### src/rtl/ibm_sched.sv
// Scheduler around the Berlekamp-Massey core: credit-based frame admission, core
// sequencing with timeout, zero-syndrome bypass and a 2-entry in-order sigma FIFO.
module ibm_sched #(
  parameter int TIMEOUT = 256,
  parameter int CNT_W   = 9
) (
  input  logic        i_clk,
  input  logic        i_rst,
  input  logic        i_syn_valid,
  output logic        o_syn_ready,
  input  logic [1:0]  i_syn_code,
  input  logic        i_syn_mode,
  input  logic [79:0] i_syn_data,
  output logic        o_ibm_clear_and_wen,
  output logic [1:0]  o_ibm_code,
  output logic        o_ibm_mode,
  output logic [79:0] o_ibm_S,
  input  logic        i_ibm_next_S,
  input  logic        i_ibm_valid,
  input  logic [79:0] i_ibm_sigma,
  output logic        o_sig_valid,
  input  logic        i_sig_ready,
  output logic [79:0] o_sig_data,
  output logic [1:0]  o_sig_code,
  output logic        o_sig_bypass,
  output logic        o_err_code,
  output logic        o_err_timeout,
  output logic        o_busy
);

  typedef enum logic [1:0] {ST_IDLE, ST_ISSUE, ST_WAIT} state_t;

  localparam logic [1:0]       CODE_1023    = 2'b10;
  localparam logic [1:0]       CODE_ILLEGAL = 2'b11;
  localparam logic [CNT_W-1:0] TIMER_LAST   = CNT_W'(TIMEOUT - 1);

  state_t           r_state, w_state_n;
  logic [CNT_W-1:0] r_timer;
  logic [1:0]       r_inflight;
  logic [1:0]       r_inf_code [2];
  logic [79:0]      r_ibm_S;
  logic [1:0]       r_ibm_code;
  logic             r_ibm_mode;
  logic             r_err_code, r_err_to;

  logic [1:0]       r_cnt, w_cnt_n;
  logic [79:0]      r_dat [2];
  logic [79:0]      w_dat_n [2];
  logic [1:0]       r_cod [2];
  logic [1:0]       w_cod_n [2];
  logic             r_byp [2];
  logic             w_byp_n [2];

  logic             w_illegal, w_zero, w_credit, w_accept;
  logic             w_acc_bad, w_acc_byp, w_acc_core;
  logic             w_issue, w_timeout, w_cap, w_pop;
  logic [79:0]      w_cap_data;

  assign w_illegal = (i_syn_code == CODE_ILLEGAL);
  assign w_zero    = (i_syn_data == '0);
  assign w_credit  = ({1'b0, r_inflight} + {1'b0, r_cnt}) < 3'd2;
  // A bypass frame must not overtake a frame still inside the core.
  assign o_syn_ready = (r_state == ST_IDLE) && w_credit
                       && !(w_zero && !w_illegal && (r_inflight != 2'd0));
  assign w_accept   = i_syn_valid && o_syn_ready;
  assign w_acc_bad  = w_accept && w_illegal;
  assign w_acc_byp  = w_accept && !w_illegal && w_zero;
  assign w_acc_core = w_accept && !w_illegal && !w_zero;

  always_comb begin
    // NOTE: every signal written here gets a default first, so no path leaves one unassigned (no latch).
    w_state_n = r_state;
    w_issue   = 1'b0;
    w_timeout = 1'b0;
    case (r_state)
      ST_IDLE:  if (w_acc_core) w_state_n = ST_ISSUE;
      ST_ISSUE: begin
        w_issue   = 1'b1;
        w_state_n = ST_WAIT;
      end
      ST_WAIT: begin
        if (i_ibm_next_S) begin
          w_state_n = ST_IDLE;
        end else if (r_timer == TIMER_LAST) begin
          w_timeout = 1'b1;
          w_state_n = ST_IDLE;
        end
      end
      default:  w_state_n = ST_IDLE;
    endcase
  end

  // Sigma belongs to the oldest frame in the core; its code selects which fields are unused.
  assign w_cap = i_ibm_valid && (r_inflight != 2'd0);

  always_comb begin
    w_cap_data = i_ibm_sigma;
    if (r_inf_code[0] == CODE_1023) w_cap_data[29:0]  = '0;
    else                            w_cap_data[49:30] = '0;
  end

  assign w_pop = (r_cnt != 2'd0) && i_sig_ready;

  // Pop shifts the head out first; a core result lands ahead of a bypass result in the same cycle.
  always_comb begin
    w_dat_n = r_dat;
    w_cod_n = r_cod;
    w_byp_n = r_byp;
    w_cnt_n = r_cnt;
    if (w_pop) begin
      w_dat_n[0] = r_dat[1];
      w_cod_n[0] = r_cod[1];
      w_byp_n[0] = r_byp[1];
      w_cnt_n    = r_cnt - 2'd1;
    end
    if (w_cap && (w_cnt_n < 2'd2)) begin
      w_dat_n[w_cnt_n[0]] = w_cap_data;
      w_cod_n[w_cnt_n[0]] = r_inf_code[0];
      w_byp_n[w_cnt_n[0]] = 1'b0;
      w_cnt_n             = w_cnt_n + 2'd1;
    end
    if (w_acc_byp && (w_cnt_n < 2'd2)) begin
      w_dat_n[w_cnt_n[0]] = {10'd1, 70'd0};
      w_cod_n[w_cnt_n[0]] = i_syn_code;
      w_byp_n[w_cnt_n[0]] = 1'b1;
      w_cnt_n             = w_cnt_n + 2'd1;
    end
  end

  always_ff @(posedge i_clk) begin
    // NOTE: sequential state uses non-blocking assignments so all registers update from pre-edge values.
    if (i_rst) begin
      r_state       <= ST_IDLE;
      r_timer       <= '0;
      r_inflight    <= '0;
      r_inf_code[0] <= '0;
      r_inf_code[1] <= '0;
      r_ibm_S       <= '0;
      r_ibm_code    <= '0;
      r_ibm_mode    <= 1'b0;
      r_err_code    <= 1'b0;
      r_err_to      <= 1'b0;
    end else begin
      r_state <= w_state_n;
      if (w_issue)                  r_timer <= '0;
      else if (r_state == ST_WAIT)  r_timer <= r_timer + 1'b1;
      if (w_acc_core) begin
        r_ibm_S    <= i_syn_data;
        r_ibm_code <= i_syn_code;
        r_ibm_mode <= i_syn_mode;
      end
      if (w_timeout) r_inflight <= '0;
      else           r_inflight <= r_inflight + {1'b0, w_issue} - {1'b0, w_cap};
      if (w_cap)   r_inf_code[0] <= r_inf_code[1];
      if (w_issue) r_inf_code[r_inflight[0] & ~w_cap] <= r_ibm_code;
      r_err_code <= w_acc_bad;
      r_err_to   <= r_err_to | w_timeout;
    end
  end

  always_ff @(posedge i_clk) begin
    // NOTE: FIFO storage is reset too because the head entry drives o_sig_* directly.
    if (i_rst) begin
      r_cnt <= '0;
      r_dat <= '{default: '0};
      r_cod <= '{default: '0};
      r_byp <= '{default: 1'b0};
    end else begin
      r_cnt <= w_cnt_n;
      r_dat <= w_dat_n;
      r_cod <= w_cod_n;
      r_byp <= w_byp_n;
    end
  end

  assign o_ibm_clear_and_wen = w_issue;
  assign o_ibm_S             = r_ibm_S;
  assign o_ibm_code          = r_ibm_code;
  assign o_ibm_mode          = r_ibm_mode;
  assign o_sig_valid         = (r_cnt != 2'd0);
  assign o_sig_data          = r_dat[0];
  assign o_sig_code          = r_cod[0];
  assign o_sig_bypass        = r_byp[0];
  assign o_err_code          = r_err_code;
  assign o_err_timeout       = r_err_to | w_timeout;
  assign o_busy              = (r_state != ST_IDLE) || (r_inflight != 2'd0);

endmodule
### config.mk
export PLATFORM = sky130hd
export DESIGN_NAME = ibm_sched
export DESIGN_NICKNAME = d
export VERILOG_FILES = /design/src/rtl/ibm_sched.sv
export SDC_FILE = /design/constraint.sdc
export NUM_CORES = 1
export LEC_CHECK = 0
export BUFFER_PORTS_ARGS = -buffer_cell sky130_fd_sc_hd__buf_4
export CORE_MARGIN = 5
export CORE_UTILIZATION = 55
export DETAILED_ROUTE_END_ITERATION = 12
export MAX_ROUTING_LAYER = met4
export PLACE_DENSITY = 0.84
export SLEW_MARGIN = 20
export SYNTH_ARGS = -nofsm -noshare
export SYNTH_HDL_FRONTEND = slang
export SYNTH_SLANG_ARGS = --single-unit
### constraint.sdc
create_clock -name i_clk -period 4.65 [get_ports i_clk]
set_input_delay 1.395 -clock i_clk [delete_from_list [all_inputs] [get_ports i_clk]]
set_output_delay 1.395 -clock i_clk [all_outputs]
set_load 0.03 [all_outputs]
Word-level counts from Yosys, hierarchy flattened
Memories as Yosys holds them, arrays and structs flattened.
Cells that the tools add are included.
{ "totals": {"n_memories": 1, "ramBits": 4, "in_bits": 169, "romBits": 0, "latchBits": 0, "reg_bits": 266, "output_inout_bits": 172, "elab_cells": 126} }
{ "op_classes": {"n_eq_ne": 7, "n_shift": 0, "reduce_logical": 28, "n_div": 0, "addsub": 7, "n_mul": 0, "n_bitwise": 12, "n_mux": 49, "magnitude_cmp": 7} }
{ "memory_table": {"columns": ["name", "depth", "width", "rd", "rd_clocked_by_memory_dff", "wr", "line_no", "source"], "rows": [
  ["r_inf_code", 2, 2, 2, 0, 2, "40", "logic [1:0] r_inf_code [2];"]
]} }
{ "op_table": {"columns": ["cell", "count"], "rows": [
  ["two-way mux 160 bit", 2],
  ["two-way mux 80 bit", 3],
  ["bitwise mux 160 bit", 1],
  ["demux 80 bit (select 1 bit)", 2],
  ["bitwise AND 158 bit", 1],
  ["NOT 158 bit", 1],
  ["logical NOT 80 bit", 1],
  ["two-way mux 30 bit", 1],
  ["two-way mux 2 bit", 13],
  ["two-way mux 20 bit", 1],
  ["two-way mux 1 bit", 17],
  ["logical AND 1 bit", 15],
  ["adder 9 x 1 -> 9 bit, second input constant", 1],
  ["equality test 9 x 8 -> 1 bit, second input constant", 1],
  ["bitwise mux 4 bit", 2],
  ["two-way mux 4 bit", 2],
  ["equality test 2 bit, second input constant", 3],
  ["one-hot mux 2 bit (3 select lines)", 1],
  ["nonzero test 2 bit", 3],
  ["OR reduction 2 bit", 3],
  ["adder 2 x 1 -> 2 bit, second input constant", 2],
  ["demux 2 bit (select 1 bit)", 2],
  ["greater-or-equal comparator 2 bit, second input constant", 2],
  ["< comparator 2 x 1 -> 1 bit, second input constant", 2],
  ["other kinds (21)", 28]
]} }

Longest topological paths before layout
{ "depth": {"depth_word": 14, "depth_mapped": 11, "ltp_nobuf": 8} }

Least setup slack after synthesis
No wires, ideal clock.
{ "synth_timing": {"path_type": "input to output", "from": "input port i_syn_data[0]", "to": "output port o_syn_ready", "required_time_ns": 3.255, "t_arrival_ns": 2.642, "path_buffers": 0, "path_slack_ns": 0.613, "stages": 5, "path_cell_list": "nor4_1 -> nand2_1 -> nor4_4 -> nand3_1 -> o31a_1"} }
{ "synth_via": {"elab_chain_cells": 5} }
{ "synth_rtl": {"columns": ["item", "line_no", "source"], "rows": [
  ["start: declaration", "13", "input logic [79:0] i_syn_data,"],
  ["logical NOT 80 bit", "60", "assign w_zero = (i_syn_data == '0);"],
  ["logical AND 1 bit (2 in series)", "64", "&& !(w_zero && !w_illegal && (r_inflight != 2'd0));"],
  ["logical NOT 1 bit", "64", null],
  ["logical AND 1 bit", "64", null],
  ["end: declaration", "10", "output logic o_syn_ready,"]
]} }
No other way between the ends.

Worst setup path after layout
{ "layout_timing": {"from": "input port i_syn_data[30]", "to": "output port o_syn_ready"} }
The elaborated chain is that of the path after synthesis.

==> impl_summary.log <==
INFO  metric async_flop_share = 0%
INFO  metric grt_pass1_vias = 9642
INFO  metric flow.area_growth_from_synthesis = 26.5%
INFO  metric final_max_slew_viol_count = 0
INFO  metric post_route_cells_drive_above_1_share = 29.4%
INFO  metric post_synth_simple_gate_area = 14.9%
INFO  metric final_net_count = 1661
INFO  metric fp.dieH = 156 um
INFO  metric grt_use_total = 26.4%
INFO  metric antenna_found_initial = 0
INFO  metric main_combinational_cell_family_by_area_after_synthesis = multiplexers
INFO  metric post_cts_buffers = 0
INFO  metric crit_arrival = 3.13 ns
INFO  metric synth_adder_area_share = 0.813%
INFO  metric initial_core_utilization = 55.8%
INFO  metric core_util_final = 70.6%
INFO  metric crit_path_start_kind = primary input
INFO  metric synth.mux.area_fraction = 14.9%
INFO  metric ios = 341
INFO  metric layout_setup_ws = 0.130 ns
INFO  metric powerDensity = 612 nW/um^2
INFO  metric ant_nets = 0
INFO  metric maximum_number_of_pins_on_one_net_before_global_route_repair = 83
INFO  metric avgSynthCellArea = 9.19 um^2
INFO  metric max_frequency = 0.221 GHz
INFO  metric leakagePower = 5.94 nW
INFO  metric dp_hpwl = 22800 um
INFO  metric yosysTopAreaCell = sky130_fd_sc_hd__dfxtp_1
INFO  metric synth_cell_types = 49
INFO  metric most_frequent_cell_after_synthesis = sky130_fd_sc_hd__dfxtp_1
INFO  metric vdd.ir_drop.worst = 0.000431 V
INFO  metric core.rowCount = 53
INFO  metric tritoncts = yes
INFO  metric clk_pin_slew = 0.06 ns
INFO  metric dr_total_vias = 9930
INFO  metric synth.top_cell.area_share = 45.5%
INFO  metric place_congestion = 0.877
INFO  metric post_layout_min_period = 4.52 ns
INFO  metric synth-edff-count = 4
INFO  metric maxCapViolations = 0
INFO  metric grt_setup_unrepaired = no
INFO  metric numCtsBuffers = 29
INFO  metric cts_sinks = 270
INFO  metric core_area = 21000 um^2
INFO  metric criticalPathCategory = primary input to output port
INFO  metric postSynthRegisterBits = 270
INFO  metric post_drt_via_cell_ratio = 5.58
INFO  metric drc_viols = 0
INFO  metric worstPathRequired = 3.25 ns
INFO  metric io_buffers = 340
INFO  metric final.setup.tns = 0 ns
INFO  metric first_iter_violations = 586
INFO  metric cts_max_level = 1
INFO  metric firstDrtPassIters = 5
INFO  metric wirelength = 32800 um
INFO  metric crit_path_max_fanout = 2
INFO  metric report.final.hold_viol_count = 0
INFO  metric worstHoldPathType = flop to flop
INFO  metric synth_xor_xnor_area_share = 0.524%
INFO  metric ys.warnings.count = 0
INFO  metric drt-wirelength-per-cell = 18.4 um
INFO  metric total_power = 0.00906 W
INFO  metric actual_slew_at_the_worst_max_slew_pin = 1.01 ns
INFO  metric synthTopCellsByCount = sky130_fd_sc_hd__dfxtp_1, sky130_fd_sc_hd__mux2i_1, sky130_fd_sc_hd__a21oi_1
INFO  metric finalClockSkew = 0.0120 ns
INFO  metric synthesis.instances = 1272
INFO  metric root_buffer = sky130_fd_sc_hd__clkbuf_16
INFO  metric result_of_the_run = complete, no violations
INFO  metric post_synthesis_sequential_area_ratio = 46.6%
INFO  metric clk_path_buf_depth = 3
INFO  metric placedCellCount = 1729
INFO  metric largest_cells_by_area_after_synthesis = sky130_fd_sc_hd__dfxtp_1, sky130_fd_sc_hd__mux2i_1, sky130_fd_sc_hd__a21oi_1
INFO  metric critPathCaptureType = output port
INFO  metric share_of_the_clock_period_used_by_the_worst_path = 97.2%
INFO  metric die_width = 156 um
INFO  metric ys_dominant_reg_cell = sky130_fd_sc_hd__dfxtp_1
INFO  metric fin_cells = 1781
INFO  metric worst_slack_at_placement = 0.198 ns
INFO  metric die_area = 24300 um^2
INFO  metric share_of_the_synthesized_area_in_compound_gates_ao_oa_aoi_oai = 13.0%
INFO  metric grt_pass1_wl = 51200 um
INFO  metric synthesis.nets = 1448
INFO  metric slew-limit-headroom = 32.6%
INFO  metric timing.final.setup_violations = 0
INFO  metric post_cts_resize_count = 0
INFO  metric clock_insertion_delay_worst_skew = 0.53 ns
INFO  metric cts_hold_buffers = 0
INFO  metric gr-total-overflow = 0
INFO  metric reg2reg_slack = 1.52 ns
INFO  metric netlist_area = 11700 um^2
INFO  metric antennaDiodeCount = 0
[through the flow]
stage	instance area, um^2	hold WS (ns)
detailed placement	13800	0.447
global route	14800	0.472
global placement	13800	0.442
finish	14800	0.453
floorplan	11700	0.433
CTS	14800	0.454
[worst max-delay path, stage by stage]
cell	delay, ns
sky130_fd_sc_hd__buf_4	0.12
sky130_fd_sc_hd__nor4_1	0.53
sky130_fd_sc_hd__nand2_1	0.15
sky130_fd_sc_hd__nor3_2	0.28
sky130_fd_sc_hd__nand3_1	0.13
sky130_fd_sc_hd__o31a_1	0.34
sky130_fd_sc_hd__buf_4	0.18
[placed cells by master (no fill, tap or decap), drive strengths merged, types with 23 or more instances in the layout]
| cell type | n |
|---|---|
| buf | 361 |
| dfxtp | 266 |
| mux2i | 168 |
| a21oi | 141 |
| nand2 | 133 |
| nor2 | 130 |
| a211oi | 79 |
| nand3 | 59 |
| clkbuf | 38 |
| nor4 | 23 |
[sequential cells by signal (all words and copies together) (netlist names)]
signal	cells
r_err_to	1
o_sig_bypass	1
r_byp	1
o_ibm_code	2
r_cod	2
r_state	2
r_inf_code	4
r_timer	9
o_sig_data	80
r_dat	80
o_sig_code	2
o_ibm_S	80
r_inflight	2
o_ibm_mode	1
o_err_code	1
r_cnt	2
[logic make-up after synthesis]
| kind of cell | count (synthesis) |
|---|---|
| compound gates | 242 |
| mux | 173 |
| fa+ha+maj | 7 |
| buf+inv | 189 |
| xor+xnor | 7 |
| flops | 270 |
| simple gates | 384 |
[power by group]
group	internal [W]	switching, W
Clock	0.00136	0.000922
Combinational	0.00141	0.00226
Sequential	0.00280	0.000303
[path summary, 6_finish.rpt]
path | end | from | cells past startpoint
setup / recovery | o_syn_ready | i_syn_data[30] | 7
hold / removal | r_dat[38] | r_dat[38] | 2
setup reg to reg | o_ibm_S[42] | r_inflight[1] | 8
hold reg to reg | r_dat[38] | r_dat[38] | 2
[final cells by class]
type,instances,area (um^2)
Tap cell,275,344
Multi-Input combinational cell,813,5220
Inverter,10,37.5
Timing Repair Buffer,361,2790
Fill cell,1585,6160
Clock buffer,38,831
Sequential cell,270,5450
Clock inverter,14,128
[routing by layer]
layer | track usage (%) | wire length [um] | vias to the layer above
li1 | - | - | 4769
met1 | 31.6 | 12700 | 4680
met2 | 44.0 | 16000 | 412
met3 | 5.41 | 2700 | 69
met4 | 9.96 | 1330 | 0
met5 | - | 0 | -
No activity file was read; power rests on OpenSTA's default activity.
